## config.mk

```make
export PLATFORM = sky130hd
export DESIGN_NAME = serial_subtractor_flat
export DESIGN_NICKNAME = d
export VERILOG_FILES = /design/src/rtl/serial_subtractor_if.sv /design/src/rtl/serial_subtractor.sv /design/src/flat_wrapper.sv
export SDC_FILE = /design/constraint.sdc
export NUM_CORES = 1
export LEC_CHECK = 0
export CAP_MARGIN = 20
export CELL_PAD_IN_SITES_DETAIL_PLACEMENT = 0
export CELL_PAD_IN_SITES_GLOBAL_PLACEMENT = 2
export CORE_MARGIN = 3
export CORE_UTILIZATION = 31
export DETAILED_ROUTE_END_ITERATION = 6
export GPL_ROUTABILITY_DRIVEN = 0
export GPL_TIMING_DRIVEN = 0
export PLACE_DENSITY_LB_ADDON = 0.05
export SLEW_MARGIN = 20
export SYNTH_ARGS = -nofsm -noshare
export SYNTH_HDL_FRONTEND = slang
export SYNTH_SLANG_ARGS = --single-unit
```

## constraint.sdc

```tcl
create_clock -name clk -period 2.1 [get_ports clk]
set_clock_uncertainty 0.15 [all_clocks]
set_input_delay 0.42 -clock clk [delete_from_list [all_inputs] [get_ports clk]]
set_output_delay 0.42 -clock clk [all_outputs]
set_load 0.02 [all_outputs]
```

## src/rtl/serial_subtractor_if.sv

```systemverilog
// rtl/serial_subtractor_if.sv - start/operand request and result bundle for the bit-serial subtractor
interface serial_subtractor_if #(
   parameter int WIDTH = 8
) ();
   logic             start;
   logic [WIDTH-1:0] a;
   logic [WIDTH-1:0] b;
   logic             busy;
   logic             done;
   logic [WIDTH-1:0] diff;
   logic             borrow;

   modport master (
      output start, a, b,
      input  busy, done, diff, borrow
   );

   modport slave (
      input  start, a, b,
      output busy, done, diff, borrow
   );
endinterface

```

## src/rtl/serial_subtractor.sv

```systemverilog
// rtl/serial_subtractor.sv - bit-serial a-b, LSB first, one full-subtractor cell with a registered borrow
module serial_subtractor #(
   parameter int WIDTH = 8
) (
   input logic             clk,
   input logic             rst,
   serial_subtractor_if.slave bus
);
   localparam int CW = (WIDTH > 2) ? $clog2(WIDTH) : 1;
   localparam logic [1:0] IDLE = 2'd0;
   localparam logic [1:0] RUN  = 2'd1;
   localparam logic [1:0] DONE = 2'd2;
   localparam logic [CW-1:0] LAST = CW'(WIDTH - 1);

   logic [1:0]       state;
   logic [WIDTH-1:0] sa;
   logic [WIDTH-1:0] sb;
   logic [WIDTH-1:0] res;
   logic [WIDTH-1:0] diff_q;
   logic             br;
   logic             borrow_q;
   logic [CW-1:0]    cnt;
   logic             x;
   logic             y;
   logic             d;
   logic             br_n;

   always_comb begin
      x    = sa[0];
      y    = sb[0];
      d    = x ^ y ^ br;
      br_n = (~x & y) | (~(x ^ y) & br);
   end

   always_ff @(posedge clk) begin
      if (rst) begin
         state    <= IDLE;
         sa       <= '0;
         sb       <= '0;
         res      <= '0;
         diff_q   <= '0;
         br       <= 1'b0;
         borrow_q <= 1'b0;
         cnt      <= '0;
      end else begin
         case (state)
            IDLE: begin
               if (bus.start) begin
                  sa    <= bus.a;
                  sb    <= bus.b;
                  br    <= 1'b0;
                  cnt   <= '0;
                  state <= RUN;
               end
            end
            RUN: begin
               sa  <= sa >> 1;
               sb  <= sb >> 1;
               res <= {d, res[WIDTH-1:1]};
               br  <= br_n;
               cnt <= cnt + CW'(1);
               // The visible result is loaded only here, so it holds through IDLE and the next RUN.
               if (cnt == LAST) begin
                  diff_q   <= {d, res[WIDTH-1:1]};
                  borrow_q <= br_n;
                  state    <= DONE;
               end
            end
            DONE:    state <= IDLE;
            default: state <= IDLE;
         endcase
      end
   end

   assign bus.busy   = (state == RUN);
   assign bus.done   = (state == DONE);
   assign bus.diff   = diff_q;
   assign bus.borrow = borrow_q;
endmodule

```

## src/flat_wrapper.sv

```systemverilog
// flat-port wrapper written by rule: the top's interface ports become plain ports
module serial_subtractor_flat 
#(
   parameter int WIDTH = 8
)
  (clk, rst, bus_start, bus_a, bus_b, bus_busy, bus_done, bus_diff, bus_borrow);
  serial_subtractor_if #(.WIDTH(WIDTH)) bus_i ();
  input logic clk;
  input logic rst;
  input wire logic [$bits(bus_i.start)-1:0] bus_start;
  input wire logic [$bits(bus_i.a)-1:0] bus_a;
  input wire logic [$bits(bus_i.b)-1:0] bus_b;
  output wire logic [$bits(bus_i.busy)-1:0] bus_busy;
  output wire logic [$bits(bus_i.done)-1:0] bus_done;
  output wire logic [$bits(bus_i.diff)-1:0] bus_diff;
  output wire logic [$bits(bus_i.borrow)-1:0] bus_borrow;
  assign bus_i.start = bus_start;
  assign bus_i.a = bus_a;
  assign bus_i.b = bus_b;
  assign bus_busy = bus_i.busy;
  assign bus_done = bus_i.done;
  assign bus_diff = bus_i.diff;
  assign bus_borrow = bus_i.borrow;
  serial_subtractor #(.WIDTH(WIDTH)) u_core (.clk(clk), .rst(rst), .bus(bus_i));
endmodule
```

# Word level (Yosys, flattened, before mapping)
# Index checks and enable logic that the tools add are counted.
# op_classes
addsub	1
bitwise	7
mul	0
div	0
mux	11
n_reduce_logical	5
n_shift	0
n_lt_le_gt_ge	0
eq_ne	5
# ops
op	count
$pmux 8 s2	2
$mux 8	2
$pmux 3 s2	1
$reduce_and 2->1	3
$mux 2	2
$pmux 2 s2	1
$add 3x1->3 const B	1
$eq 3x3->1 const B	1
$mux 3	1
$and 1x1->1	2
$eq 2x1->1 const B	1
$eq 2x2->1 const B	1
$logic_not 2->1	1
$ne 2x1->1 const B	1
$ne 2x2->1 const B	1
$not 1->1	2
$pmux 1 s2	1
$reduce_bool 2->1	1
$xor 1x1->1	2
$mux 1	1
$or 1x1->1	1
# word_totals
mem_count	0
romBits	0
ram_bits	0
regBits	39
inputBits	19
latchBits	0
out_inout_bits	11

# Longest topological paths before layout
# Gate-level depths: netlist of the first run.
# depth
word_depth	5
mapped_depth	6
ltp_nobuf	5

# Worst setup path after synthesis of the first run
# Ideal clock, no wire load.
# synth_timing
path_kind	reg2out
start	register u_core.state[0]
end	output bus_done
path_stages_with_launch	4
path_buffers	2
arrival_time_ns	0.933
slack_ns	0.597
path_cell_list	dfxtp_1 buf_6 buf_8 nor2b_1
# synth_between
elab_chain_len	1
# synth_lines
item	line	text
start: declaration	serial_subtractor.sv:15	logic [1:0] state;
start signal: assignment	serial_subtractor.sv:37	state <= IDLE;
start signal: assignment	serial_subtractor.sv:53	state <= RUN;
start signal: assignment	serial_subtractor.sv:66	state <= DONE;
$eq 2x2->1	serial_subtractor.sv:76	assign bus.done = (state == DONE);
end: declaration	flat_wrapper.sv:14	output wire logic [$bits(bus_i.done)-1:0] bus_done;
# No other way between the ends.

# Worst setup path after layout of the first run
# Same ends and word-level chain as after synthesis.

==> impl_metrics.env, run 1 <==
export IMPL_drt_iter0_drc=75
export IMPL_route_vias_total=1293
export IMPL_clockRootBuffer="sky130_fd_sc_hd__clkbuf_8"
export IMPL_cts_htree_levels=2
export IMPL_critical_path_max_stage_delay_ns=0.43
export IMPL_synth_net_count=190
export IMPL_place_hpwl_mm=2.43
export IMPL_synth_seq_area_share=0.474
export IMPL_worstHoldStart="u_core.bus.diff[1]"
export IMPL_final_fill_count=509
export IMPL_post_cts_repair_setup_buffers=0
export IMPL_netlist_instances=168
export IMPL_timing_hold_worst_endpoint="u_core.bus.diff[1]"
export IMPL_timing_final_crit_period_ns=2.02
export IMPL_yosysUniqueCellTypes=27
export IMPL_numPortBuffers=28
export IMPL_finalWirelength_mm=3.49
export IMPL_grt_max_degree=13
export IMPL_numClockSinks=38
export IMPL_synth_enable_flop_cells=0
export IMPL_critPathLaunchType="flop"
export IMPL_timing_setup_tns_ns=0
export IMPL_antenna_diode_count=0
export IMPL_final_period_utilization=0.964
export IMPL_r2r_slack_ns=0.53
export IMPL_final_max_slew_violation_count=0
export IMPL_critPathMaxFanout=10
export IMPL_track_usage=0.125
export IMPL_post_synthesis_mean_instance_area_um2=9.56
export IMPL_static_leakage_nw=0.757
export IMPL_antenna_found_initial=0
export IMPL_drive_above_1_share=0.147
export IMPL_cp_data_arrival_time_ns=1.45
export IMPL_die_width_um=78.0
export IMPL_clock_insertion_delay_worst_skew_ns=0.29
export IMPL_slew_limit_headroom=0.535
export IMPL_criticalPathCategory="reg2out"
export IMPL_area_growth_pct=28.3
export IMPL_crit_family="buffers and inverters"
export IMPL_pwr_cell_area_mw_per_mm2=723
export IMPL_achievable_frequency_mhz=494
export IMPL_core_mm2=0.00488
export IMPL_drc=0
export IMPL_vias_per_cell=4.77
export IMPL_tightestPinTransition_ns=0.698
export IMPL_nets=225
export IMPL_hold_class="reg2reg"
export IMPL_hold_bufs_inserted_after_cts=0
export IMPL_pre_repair_dr_iteration_count=4
export IMPL_grt_remaining_overflow=0
export IMPL_cts_tree="built"
export IMPL_cp_capture_type="output pin"
export IMPL_unrepaired_setup_endpoints_after_global_routing="false"
export IMPL_crit_buf_inv=3
export IMPL_initial_cell_density_of_the_core=0.329
export IMPL_finalSetupViolations=0
export IMPL_post_layout_total_power_mw=1.49
export IMPL_cap_violations=0
export IMPL_synthFlopType="sky130_fd_sc_hd__dfxtp_1"
export IMPL_timing_rr_end="u_core.bus.borrow"
export IMPL_dp_worst_setup_slack_ns=0.0181
export IMPL_yosys_register_bits=38
export IMPL_final_setup_worst_slack_ns=0.0752
export IMPL_timing_hold_violations_final=0
export IMPL_regToRegStartpoint="u_core.cnt[0]"
export IMPL_area_of_the_die_mm2=0.00608
export IMPL_irDropWorstVdd_mv=0.277
export IMPL_clock_tree_buffer_depth=2
export IMPL_netlist_area_mm2=0.00161
export IMPL_post_drt_wl_per_cell_um=12.9
export IMPL_tritoncts_num_buffers=5
export IMPL_first_global_vias=1170
export IMPL_outcome="finished clean"
export IMPL_grt_first_pass_wirelength_mm=5.86
export IMPL_fp_row_count=25
export IMPL_ant_nets_after_route=0
export IMPL_timing_hold_worst_path_depth=2
export IMPL_post_synthesis_async_set_or_reset_flop_share=0
export IMPL_ys_warn_count=0
export IMPL_die_height_um=78.0
export IMPL_worstPathRequired_ns=1.53
export IMPL_worst_setup_hold_path_clk_slew_ns=0.08
export IMPL_num_io_pins=30
export IMPL_worst_r2r_cell_count=6
export IMPL_critPathSlowestCell="sky130_fd_sc_hd__dfxtp_1"
export IMPL_path_cells="buf_6 -> buf_8 -> nor2b_1 -> dlygate4sd2_1"
==> per-stage QoR <==
stage | std cells | util | cell area [um^2] | hold slack [ns]
floorplan | 168 | - | 1610 | 0.282
global placement | 263 | 0.404 | 1970 | 0.294
detailed placement | 263 | 0.404 | 1970 | 0.297
CTS | 271 | 0.423 | 2060 | 0.309
global route | 271 | 0.422 | 2060 | 0.330
finish | 271 | 0.422 | 2060 | 0.304
==> sequential cells by signal, indices dropped and copies added, names as in the netlist <==
signal,flops
u_core.br,1
u_core.bus.borrow,1
u_core.bus.diff,8
u_core.cnt,3
u_core.res,7
u_core.sa,8
u_core.sb,8
u_core.state,2
==> tightest hold or removal path: cells and delay by family, from the launching register on <==
family	cells	cell delay, ns
and+or+nand+nor	1	0.05
AOI/OAI and AO/OA	1	0.05
DFF	1	0.31
==> routing by layer <==
layer  up-vias  global-route usage  wire [um]
met5         -                   0          0
met4         0              0.0472         55
met3         6              0.0464        245
met2        37               0.177       1510
met1       603               0.171       1680
li1        647                   -          -
==> cell usage after synthesis, types with 2 or more instances <==
master	instances	share of area
sky130_fd_sc_hd__dfxtp_1	38	0.47
sky130_fd_sc_hd__nand2_1	30	0.070
sky130_fd_sc_hd__nor2_1	21	0.049
sky130_fd_sc_hd__a21oi_1	17	0.053
sky130_fd_sc_hd__mux2i_1	14	0.087
sky130_fd_sc_hd__a211oi_2	10	0.078
sky130_fd_sc_hd__a211oi_1	7	0.033
sky130_fd_sc_hd__buf_6	4	0.028
sky130_fd_sc_hd__clkbuf_1	4	0.0093
sky130_fd_sc_hd__a22oi_1	2	0.0093
sky130_fd_sc_hd__buf_2	2	0.0062
sky130_fd_sc_hd__ha_1	2	0.016
sky130_fd_sc_hd__inv_1	2	0.0047
sky130_fd_sc_hd__or4bb_1	2	0.014
==> power breakdown <==
group | internal (mW) | switching (mW) | total [mW]
Combinational | 0.0973 | 0.0937 | 0.191
Sequential | 0.753 | 0.0197 | 0.773
Clock | 0.264 | 0.263 | 0.526
Total | 1.11 | 0.376 | 1.49
==> logic make-up (layout without fill, tap and decap cells) <==
logic type	after synthesis	count (layout)	share of synthesized area
mux	14	14	0.0872
fa+ha+maj	3	3	0.0280
buf+inv	15	51	0.0646
simple gates	57	57	0.151
compound gates	41	41	0.195
flops	38	38	0.474
==> placed cells by master (no fill, tap or decap), types with 2 or more instances in the layout <==
cell and instances:
sky130_fd_sc_hd__buf_6 4, sky130_fd_sc_hd__clkbuf_8 6, sky130_fd_sc_hd__a21oi_1 17, sky130_fd_sc_hd__nor2_1 21, sky130_fd_sc_hd__clkdlybuf4s50_1 26, sky130_fd_sc_hd__mux2i_1 14, sky130_fd_sc_hd__inv_1 2, sky130_fd_sc_hd__or4bb_1 2
sky130_fd_sc_hd__a211oi_2 10, sky130_fd_sc_hd__dfxtp_1 37, sky130_fd_sc_hd__ha_1 2, sky130_fd_sc_hd__a211oi_1 7, sky130_fd_sc_hd__a22oi_1 2, sky130_fd_sc_hd__buf_2 2, sky130_fd_sc_hd__nand2_1 30, sky130_fd_sc_hd__clkbuf_1 4
==> what timing repair did <==
item / in CTS / in global routing
gates resized for setup: 3 / 2
setup endpoints to repair: 2 / 1
pin swaps: 0 / 0
==> final cells by class <==
class / instances / area [um^2] / area share
plain buffers: 12 / 92.6 / 0.0449
inverters: 3 / 11.3 / 0.00546
flip-flops and latches: 38 / 762 / 0.370
clock buffers: 6 / 82.6 / 0.0401
clock inverters: 2 / 12.5 / 0.00607
multi-input cells: 115 / 742 / 0.360
repair buffers: 28 / 274 / 0.133
well taps: 67 / 83.8 / 0.0407
==> worst max-delay path by stage <==
| stage | from | to | slack, ns | cells after the start |
|---|---|---|---|---|
| after floorplan | u_core.state[0] | bus_done | 0.60 | 3 |
| after global placement | u_core.state[1] | bus_busy | 0.01 | 5 |
| after detailed placement | u_core.state[1] | bus_busy | 0.02 | 5 |
| after CTS | u_core.state[1] | bus_busy | 0.009 | 5 |
| after global routing | u_core.state[0] | bus_done | 0.004 | 4 |
| final | u_core.state[0] | bus_done | 0.08 | 4 |
No activity file was read; power rests on OpenSTA's default activity.
==> inputs of run 2 (changes only) <==
- MAX_ROUTING_LAYER: unset -> met4
==> run 2 against run 1 <==
Compared with the run above:
- largest power group unchanged
- non-clock buffer count is the same
- via count shrank 0.62%
- final area is the same
- first-iteration DRC count grew 2.7%
- final cell count is the same
- critical endpoint unchanged
- core utilization is the same
- routed wire length grew 0.49%
- clock-buffer cell count is the same
==> impl_metrics.env, run 2 (same netlist as run 1, synthesis figures left out) <==
export IMPL_cp_capture_type="output pin"
export IMPL_finalSetupViolations=0
export IMPL_numClockSinks=38
export IMPL_first_global_vias=1171
export IMPL_post_layout_total_power_mw=1.49
export IMPL_hold_bufs_inserted_after_cts=0
export IMPL_post_drt_wl_per_cell_um=12.9
export IMPL_cp_data_arrival_time_ns=1.46
export IMPL_crit_start="u_core.state[0]"
export IMPL_vias_per_cell=4.74
export IMPL_timing_final_crit_period_ns=2.03
export IMPL_outcome="finished clean"
export IMPL_ant_nets_after_route=0
export IMPL_num_io_pins=30
export IMPL_clock_insertion_delay_worst_skew_ns=0.29
export IMPL_route_vias_total=1285
export IMPL_commonest_non_fill_non_tap_cell_in_the_layout="sky130_fd_sc_hd__dfxtp_1"
export IMPL_grt_remaining_overflow=0
export IMPL_antenna_found_initial=0
export IMPL_area_growth_pct=28.3
export IMPL_cts_htree_levels=2
export IMPL_irDropWorstVdd_mv=0.277
export IMPL_unrepaired_setup_endpoints_after_global_routing="false"
export IMPL_drc=0
export IMPL_drt_iter0_drc=77
export IMPL_area_of_the_die_mm2=0.00608
export IMPL_nets=225
export IMPL_track_usage=0.128
export IMPL_place_hpwl_mm=2.43
export IMPL_critical_path_max_stage_delay_ns=0.43
export IMPL_critPathMaxFanout=10
export IMPL_hold_class="reg2reg"
export IMPL_critPathLaunchType="flop"
export IMPL_tritoncts_num_buffers=5
export IMPL_initial_cell_density_of_the_core=0.329
export IMPL_timing_hold_violations_final=0
export IMPL_post_cts_repair_setup_buffers=0
export IMPL_clock_tree_buffer_depth=2
export IMPL_path_cells="buf_6 -> buf_8 -> nor2b_1 -> dlygate4sd2_1"
export IMPL_r2r_slack_ns=0.53
export IMPL_antenna_diode_count=0
export IMPL_worstPathRequired_ns=1.53
export IMPL_core_mm2=0.00488
export IMPL_numPortBuffers=28
export IMPL_cts_tree="built"
export IMPL_timing_setup_tns_ns=0
export IMPL_critPathSlowestCell="sky130_fd_sc_hd__dfxtp_1"
export IMPL_die_height_um=78.0
export IMPL_drive_above_1_share=0.147
export IMPL_final_hold_worst_slack_ns=0.304
export IMPL_die_width_um=78.0
export IMPL_grt_first_pass_wirelength_mm=5.85
export IMPL_tightestPinTransition_ns=0.698
export IMPL_slew_limit_headroom=0.535
export IMPL_clockRootBuffer="sky130_fd_sc_hd__clkbuf_8"
export IMPL_criticalPathCategory="reg2out"
export IMPL_grt_max_degree=13
export IMPL_pwr_cell_area_mw_per_mm2=723
export IMPL_mostFrequentLayoutCells="37 x sky130_fd_sc_hd__dfxtp_1, 30 x sky130_fd_sc_hd__nand2_1, 26 x sky130_fd_sc_hd__clkdlybuf4s50_1"
export IMPL_cap_violations=0
export IMPL_achievable_frequency_mhz=494
export IMPL_worst_setup_hold_path_clk_slew_ns=0.08
export IMPL_pre_repair_dr_iteration_count=4
export IMPL_worstHoldStart="u_core.bus.diff[1]"
export IMPL_final_max_slew_violation_count=0
export IMPL_regToRegStartpoint="u_core.cnt[0]"
export IMPL_finalWirelength_mm=3.50
export IMPL_final_period_utilization=0.965
export IMPL_fp_row_count=25
export IMPL_static_leakage_nw=0.757
[run 2: cell type report]
cell class	instances	area, um^2
Sequential cell	38	762
Buffer	12	92.6
Tap cell	67	83.8
Multi-Input combinational cell	115	742
Clock buffer	6	82.6
Clock inverter	2	12.5
Timing Repair Buffer	28	274
Fill cell	509	2820
Inverter	3	11.3
[run 2: final timing paths]
kind	depth (start not counted)	to
max	4	bus_done
min reg2reg	2	u_core.bus.diff[1]
max reg2reg	6	u_core.bus.borrow
min	2	u_core.bus.diff[1]
[run 2: what timing repair did]
item,in CTS,in global routing
endpoints found under the setup margin,2,1
resized for setup,3,2
gates cloned,0,0
[run 2: per-layer routing]
layer	vias to the layer above	share of wire	track usage
met5	-	0	-
met4	0	0.011	0.0472
met3	5	0.063	0.0441
met2	33	0.44	0.177
met1	600	0.49	0.172
li1	647	-	-
[run 2: critical path: cells and delay by family, from the launching register on]
family                 cells  cell delay (ns)
buffers and inverters      3             0.67
flip-flops                 1             0.43
AND/OR/NAND/NOR            1             0.05
[run 2: report_power, final]
part | leakage, nW | switching (mW) | internal [mW]
Combinational | 0.398 | 0.0938 | 0.0973
Sequential | 0.311 | 0.0197 | 0.753
Clock | 0.0472 | 0.263 | 0.264
Total | 0.757 | 0.376 | 1.11
[run 2: stage by stage]
| step | util | area, um^2 | setup WS (ns) | cells |
|---|---|---|---|---|
| 3_3_place_gp | 0.404 | 1970 | 0.0145 | 263 |
| 6_report | 0.422 | 2060 | 0.0739 | 271 |
| 4_1_cts | 0.423 | 2060 | 0.00875 | 271 |
| 3_5_place_dp | 0.404 | 1970 | 0.0181 | 263 |
| 5_1_grt | 0.422 | 2060 | 0.00417 | 271 |
| 2_1_floorplan | - | 1610 | 0.597 | 168 |
